===== config.mk =====
export PLATFORM = sky130hd
export DESIGN_NAME = ppm16_rx_buffer_flat
export DESIGN_NICKNAME = d
export VERILOG_FILES = /design/src/rtl/ppm16_rx_buffer_if.sv /design/src/rtl/ppm16_rx_buffer.sv /design/src/flat_wrapper.sv
export SDC_FILE = /design/constraint.sdc
export NUM_CORES = 1
export LEC_CHECK = 0
export ABC_AREA = 1
export BUFFER_PORTS_ARGS = -buffer_cell sky130_fd_sc_hd__buf_4
export CAP_MARGIN = 20
export CORE_AREA = 2 2 135 137
export DETAILED_ROUTE_END_ITERATION = 10
export DIE_AREA = 0 0 137 139
export PLACE_DENSITY = 0.63
export SYNTH_ARGS = -nofsm -noshare
export SYNTH_HDL_FRONTEND = slang
export SYNTH_SLANG_ARGS = --single-unit

===== constraint.sdc =====
create_clock -name clk -period 5.71 [get_ports clk]
set_clock_uncertainty 0.05 [all_clocks]
set_input_delay 1.4275 -clock clk [delete_from_list [all_inputs] [get_ports clk]]
set_output_delay 1.4275 -clock clk [all_outputs]
set_load 0.01 [all_outputs]

===== src/rtl/ppm16_rx_buffer_if.sv =====
// Handshake bundle between the PPM16 demodulator/consumer side and the rx byte buffer.
// master drives symbols and read requests; slave (the buffer) returns data and status.
interface ppm16_rx_buffer_if #(
    parameter int ADDR_BITS = 4
);
    logic                 packet_detected;
    logic                 din_valid;
    logic [3:0]           din;
    logic                 rd_en;
    logic                 clear_overflow;
    logic [7:0]           dout;
    logic                 dout_valid;
    logic                 empty;
    logic                 full;
    logic [ADDR_BITS:0]   count;
    logic                 overflow;
    logic                 nibble_pending;

    modport master (
        output packet_detected, din_valid, din, rd_en, clear_overflow,
        input  dout, dout_valid, empty, full, count, overflow, nibble_pending
    );

    modport slave (
        input  packet_detected, din_valid, din, rd_en, clear_overflow,
        output dout, dout_valid, empty, full, count, overflow, nibble_pending
    );
endinterface


===== src/rtl/ppm16_rx_buffer.sv =====
// Packs PPM16 nibbles into bytes and queues them in a circular buffer; reads return data 1 cycle after rd_en.
// No backpressure to the demodulator: a byte arriving while full (without a same-cycle read) is dropped and flagged.
module ppm16_rx_buffer #(
    parameter int DEPTH     = 16,
    parameter int ADDR_BITS = 4
) (
    input  logic               clk,
    input  logic               reset,
    ppm16_rx_buffer_if.slave   bus
);
    localparam logic [ADDR_BITS:0]   DEPTH_C = (ADDR_BITS+1)'(DEPTH);
    localparam logic [ADDR_BITS:0]   CNT_ONE = (ADDR_BITS+1)'(1);
    localparam logic [ADDR_BITS-1:0] PTR_ONE = (ADDR_BITS)'(1);

    logic [7:0]           mem [DEPTH];

    logic [ADDR_BITS-1:0] wr_ptr_q, wr_ptr_d;
    logic [ADDR_BITS-1:0] rd_ptr_q, rd_ptr_d;
    logic [ADDR_BITS:0]   count_q, count_d;
    logic                 pend_q, pend_d;
    logic [3:0]           held_q, held_d;
    logic                 ovf_q, ovf_d;
    logic [7:0]           dout_q, dout_d;
    logic                 dout_vld_q, dout_vld_d;

    logic                 push;
    logic [7:0]           push_dat;
    logic                 push_acc;
    logic                 rd_acc;
    logic                 full;

    assign full = (count_q == DEPTH_C);

    always_comb begin
        push     = 1'b0;
        push_dat = 8'h00;
        pend_d   = pend_q;
        held_d   = held_q;

        // A packet start flushes a half byte zero-padded; a new symbol in the same cycle starts the next byte.
        if (bus.packet_detected && pend_q) begin
            push     = 1'b1;
            push_dat = {4'h0, held_q};
        end else if (bus.din_valid && pend_q) begin
            push     = 1'b1;
            push_dat = {bus.din, held_q};
        end

        if (bus.din_valid) begin
            if (pend_q && !bus.packet_detected) begin
                pend_d = 1'b0;
            end else begin
                pend_d = 1'b1;
                held_d = bus.din;
            end
        end else if (bus.packet_detected) begin
            pend_d = 1'b0;
        end

        rd_acc   = bus.rd_en && (count_q != '0);
        push_acc = push && (!full || rd_acc);
        ovf_d    = (push && !push_acc) || (ovf_q && !bus.clear_overflow);

        wr_ptr_d = push_acc ? wr_ptr_q + PTR_ONE : wr_ptr_q;
        rd_ptr_d = rd_acc   ? rd_ptr_q + PTR_ONE : rd_ptr_q;

        count_d = count_q;
        if (push_acc && !rd_acc) begin
            count_d = count_q + CNT_ONE;
        end else if (rd_acc && !push_acc) begin
            count_d = count_q - CNT_ONE;
        end

        dout_vld_d = rd_acc;
        dout_d     = rd_acc ? mem[rd_ptr_q] : dout_q;
    end

    always_ff @(posedge clk) begin
        if (reset) begin
            wr_ptr_q   <= '0;
            rd_ptr_q   <= '0;
            count_q    <= '0;
            pend_q     <= 1'b0;
            held_q     <= 4'h0;
            ovf_q      <= 1'b0;
            dout_q     <= 8'h00;
            dout_vld_q <= 1'b0;
        end else begin
            wr_ptr_q   <= wr_ptr_d;
            rd_ptr_q   <= rd_ptr_d;
            count_q    <= count_d;
            pend_q     <= pend_d;
            held_q     <= held_d;
            ovf_q      <= ovf_d;
            dout_q     <= dout_d;
            dout_vld_q <= dout_vld_d;
        end
    end

    // When full with a same-cycle read, wr_ptr == rd_ptr: the read above sees the old entry before this overwrite.
    always_ff @(posedge clk) begin
        if (push_acc && !reset) begin
            mem[wr_ptr_q] <= push_dat;
        end
    end

    assign bus.dout           = dout_q;
    assign bus.dout_valid     = dout_vld_q;
    assign bus.empty          = (count_q == '0);
    assign bus.full           = full;
    assign bus.count          = count_q;
    assign bus.overflow       = ovf_q;
    assign bus.nibble_pending = pend_q;
endmodule


===== src/flat_wrapper.sv =====
// flat-port wrapper written by rule: the top's interface ports become plain ports
module ppm16_rx_buffer_flat 
#(
    parameter int DEPTH     = 16,
    parameter int ADDR_BITS = 4
)
  (clk, reset, bus_packet_detected, bus_din_valid, bus_din, bus_rd_en, bus_clear_overflow, bus_dout, bus_dout_valid, bus_empty, bus_full, bus_count, bus_overflow, bus_nibble_pending);
  ppm16_rx_buffer_if #(.ADDR_BITS(ADDR_BITS)) bus_i ();
  input  logic clk;
  input  logic reset;
  input wire logic [$bits(bus_i.packet_detected)-1:0] bus_packet_detected;
  input wire logic [$bits(bus_i.din_valid)-1:0] bus_din_valid;
  input wire logic [$bits(bus_i.din)-1:0] bus_din;
  input wire logic [$bits(bus_i.rd_en)-1:0] bus_rd_en;
  input wire logic [$bits(bus_i.clear_overflow)-1:0] bus_clear_overflow;
  output wire logic [$bits(bus_i.dout)-1:0] bus_dout;
  output wire logic [$bits(bus_i.dout_valid)-1:0] bus_dout_valid;
  output wire logic [$bits(bus_i.empty)-1:0] bus_empty;
  output wire logic [$bits(bus_i.full)-1:0] bus_full;
  output wire logic [$bits(bus_i.count)-1:0] bus_count;
  output wire logic [$bits(bus_i.overflow)-1:0] bus_overflow;
  output wire logic [$bits(bus_i.nibble_pending)-1:0] bus_nibble_pending;
  assign bus_i.packet_detected = bus_packet_detected;
  assign bus_i.din_valid = bus_din_valid;
  assign bus_i.din = bus_din;
  assign bus_i.rd_en = bus_rd_en;
  assign bus_i.clear_overflow = bus_clear_overflow;
  assign bus_dout = bus_i.dout;
  assign bus_dout_valid = bus_i.dout_valid;
  assign bus_empty = bus_i.empty;
  assign bus_full = bus_i.full;
  assign bus_count = bus_i.count;
  assign bus_overflow = bus_i.overflow;
  assign bus_nibble_pending = bus_i.nibble_pending;
  ppm16_rx_buffer #(.DEPTH(DEPTH), .ADDR_BITS(ADDR_BITS)) u_core (.clk(clk), .reset(reset), .bus(bus_i));
endmodule

==> run summary <==
Rows: 49
post-synthesis instance total: 715
drt wl/cell: 15.6 um
Inserted Clock Buffers: 17
crit end category: register
Chip Width: 137 um
multiplexer area fraction after synthesis: 0%
sequential power share: 39.3%
GRT Util Overall: 17.2%
worst-skew pair later-pin latency: 430 ps
setup violators final: 0
Slowest-stage cell, CP: o21ai_2
setup TNS: 0 ps
syn_nets: 735
DRC errors left: 0
Syn Area/Cell: 9.62 sq um
Starting Density: 39.0%
die area: 19000 sq um
Hold-fix buffers, CTS: 0
DP Area: 7250 sq um
vias in the first global route: 4531
RSZ-0062 raised after global routing: false
final worst setup slack: 2700 ps
XOR/XNOR Fraction of Synth Area: 0.891%
WP buf/inv: 3
max-cap viol count: 0
Internal: 2.32 mW
share of layout cells above drive strength 1: 10.6%
clock-pin transition on the worst setup and hold timing paths: 60 ps
# nets final: 761
Hold WC Path Type: register to register
design area: 7940 sq um
CTS H-tree depth: 4
final hold vios: 0
min Tclk post-route: 3010 ps
Sw Ratio: 31.5%
Seq cells post-synth: 156
Setup Buffers After CTS: 0
slew margin rel.: 29.7%
static leakage: 3.38 nW
crit-path max cell delay: 300 ps
core area: 17700 sq um
post-synth cell types: 25
reg2reg setup slack: 3240 ps
status: finished clean
critical path class: primary input to register
Detailed Route WL: 15300 um
via count: 4701
Buffers on Ports: 27
period utilization: 52.7%
initial drt markers: 349
DIE HEIGHT: 139 um
clock root cell: clkbuf_16
total congestion overflow: 0
initial antenna violation count: 0
Critical Path RT: 5990 ps
filler cell count: 1678
Peak VDD IR: 216 uV
antenna cells: 0
I/O Pins: 28
Final HPWL DP: 9610 um
post-CTS sizing: 0
Cell Pwr Density: 426 nW/um^2
clock sinks: 156
Final Util: 44.9%
crit-path max FO: 6
clock network power share: 34.8%
pre-CTS WS: 2280 ps
Worst Tran Pin Value: 1050 ps
fin. max-slew vios: 0
largest net degree at the start of global routing: 67
critical path arrival: 3280 ps
Comb pwr share: 25.9%
area grow syn2layout: 15.4%
Seq/Total Area, Yosys: 64.0%
first-pass GRT wire length: 24200 um
vias per inst: 4.78
crit start category: primary input
Clock Path Buffers: 2
largest family of logic cells by synthesized area: simple AND/OR/NAND/NOR gates
Post-Synth Simple-Gate Area: 22.8%
yosys warns: 0
Synth Area in Compound Gates: 2.27%
critical path's top delay family: compound AO/OA/AOI/OAI gates
Max Freq: 332 MHz
drt first pass iters: 6
Final ANT Viol Nets: 0
Net Sw Power: 1.06 mW
Final GP Congestion: 0.814
CTS tree: yes
post-synthesis adder-cell area fraction: 1.93%
Synth Cell Area: 6880 sq um
Cell Chain, Critical Path: buf_4, o21ai_2, nor2_1, ha_1, inv_1, ha_1, a21oi_1, nand2_1, xor2_1, o21ai_0, inv_1
==> kinds of logic after synthesis <==
| family | count (synthesis) |
|---|---|
| flip-flops | 156 |
| AO/OA/AOI/OAI | 30 |
| AND/OR/NAND/NOR | 381 |
| XOR/XNOR | 7 |
| adder cells (fa/ha/maj) | 10 |
| buffers and inverters | 131 |
==> state kept, by name, summed over array words and instances (netlist names) <==
register,cells
u_core.rd_ptr_q,4
u_core.mem,128
u_core.held_q,4
u_core.bus.dout_valid,1
u_core.wr_ptr_q,4
u_core.bus.dout,8
u_core.bus.count,5
u_core.bus.overflow,1
u_core.bus.nibble_pending,1
==> synth_stat cells <==
| cell type | instances | share of area, % |
|---|---|---|
| dfxtp_1 | 28 | 8.1 |
| a21oi_1 | 17 | 1.2 |
| o21ai_0 | 11 | 0.80 |
| edfxtp_1 | 128 | 56 |
| clkinv_1 | 2 | 0.11 |
| nand2_2 | 2 | 0.18 |
| buf_2 | 17 | 1.2 |
| nor2_1 | 55 | 3.0 |
| o21ai_2 | 1 | 0.13 |
| nand4_2 | 1 | 0.18 |
| nor2_2 | 1 | 0.091 |
| xor2_1 | 6 | 0.76 |
| o21bai_1 | 1 | 0.11 |
| inv_1 | 97 | 5.3 |
| buf_6 | 2 | 0.33 |
| inv_2 | 3 | 0.16 |
| fa_1 | 1 | 0.29 |
| clkbuf_1 | 2 | 0.11 |
| xnor2_1 | 1 | 0.13 |
| nor3_2 | 1 | 0.15 |
| buf_4 | 7 | 0.76 |
| nand2_1 | 228 | 12 |
| nand3_1 | 93 | 6.8 |
| ha_1 | 9 | 1.6 |
| buf_1 | 1 | 0.055 |
==> worst min-delay path, stage by stage, from the launching register on <==
cell     delay (ps)
dfxtp_1         310
nand2_1          60
a21oi_1          50
==> area by class of cell <==
class / count / area [sq um] / area share [%]
repair buffers: 36 / 310 / 3.91
flip-flops and latches: 156 / 4410 / 55.5
inverters: 102 / 383 / 4.82
clock inverters: 15 / 198 / 2.49
clock buffers: 17 / 425 / 5.36
multi-input cells: 428 / 1930 / 24.3
well taps: 229 / 287 / 3.61
==> worst paths after layout <==
path,start,endpoint,cells past startpoint
worst max-delay path,bus_din_valid,u_core.bus.count[3]$_SDFFE_PP0P_,11
worst min-delay path,u_core.bus.overflow$_SDFF_PP0_,u_core.bus.overflow$_SDFF_PP0_,2
worst min register to register,u_core.bus.overflow$_SDFF_PP0_,u_core.bus.overflow$_SDFF_PP0_,2
worst max register to register,u_core.bus.count[0]$_SDFFE_PP0P_,u_core.bus.count[3]$_SDFFE_PP0P_,12
==> cells in the final DEF, fill, tap and decap left out, types with 3 or more instances in the layout <==
cell        netlist  final
xor2_1            6      6
clkinv_1          2      3
ha_1              9      9
inv_2             3      3
nand2_1         228    228
edfxtp_1        128    128
o21ai_0          11     11
clkinvlp_4        0      5
clkbuf_16         0     17
nand3_1          93     93
bufinv_16         0      4
inv_1            97     97
nor2_1           55     52
a21oi_1          17     17
buf_4             7     32
nor2_2            1      4
dfxtp_1          28     27
==> power groups by stage <==
| stage | clock network (mW) | registers, mW | logic (mW) |
|---|---|---|---|
| after floorplan | 0 | 1.36 | 0.600 |
| after global placement | 0 | 1.35 | 0.844 |
| after detailed placement | 0 | 1.35 | 0.848 |
| after CTS | 1.19 | 1.33 | 0.854 |
| after global routing | 1.23 | 1.33 | 0.985 |
| final | 1.18 | 1.33 | 0.875 |
==> per-stage QoR <==
step | hold WS (ps) | total power [mW] | cells
after floorplan | 380 | 1.96 | 715
after global placement | 411 | 2.19 | 945
after global routing | 452 | 3.55 | 983
final | 415 | 3.38 | 983
after CTS | 420 | 3.37 | 979
after detailed placement | 411 | 2.20 | 947
==> routing by layer <==
metal	track usage (%)	share of wire [%]	vias to the layer above	routed length, um
met3	3.69	5.2	36	801
met1	22.9	44	2196	6710
met2	26.0	47	117	7200
met4	9.55	3.9	0	590
met5	0	0	-	0
li1	-	-	2352	-
No activity file was read; power rests on OpenSTA's default activity.
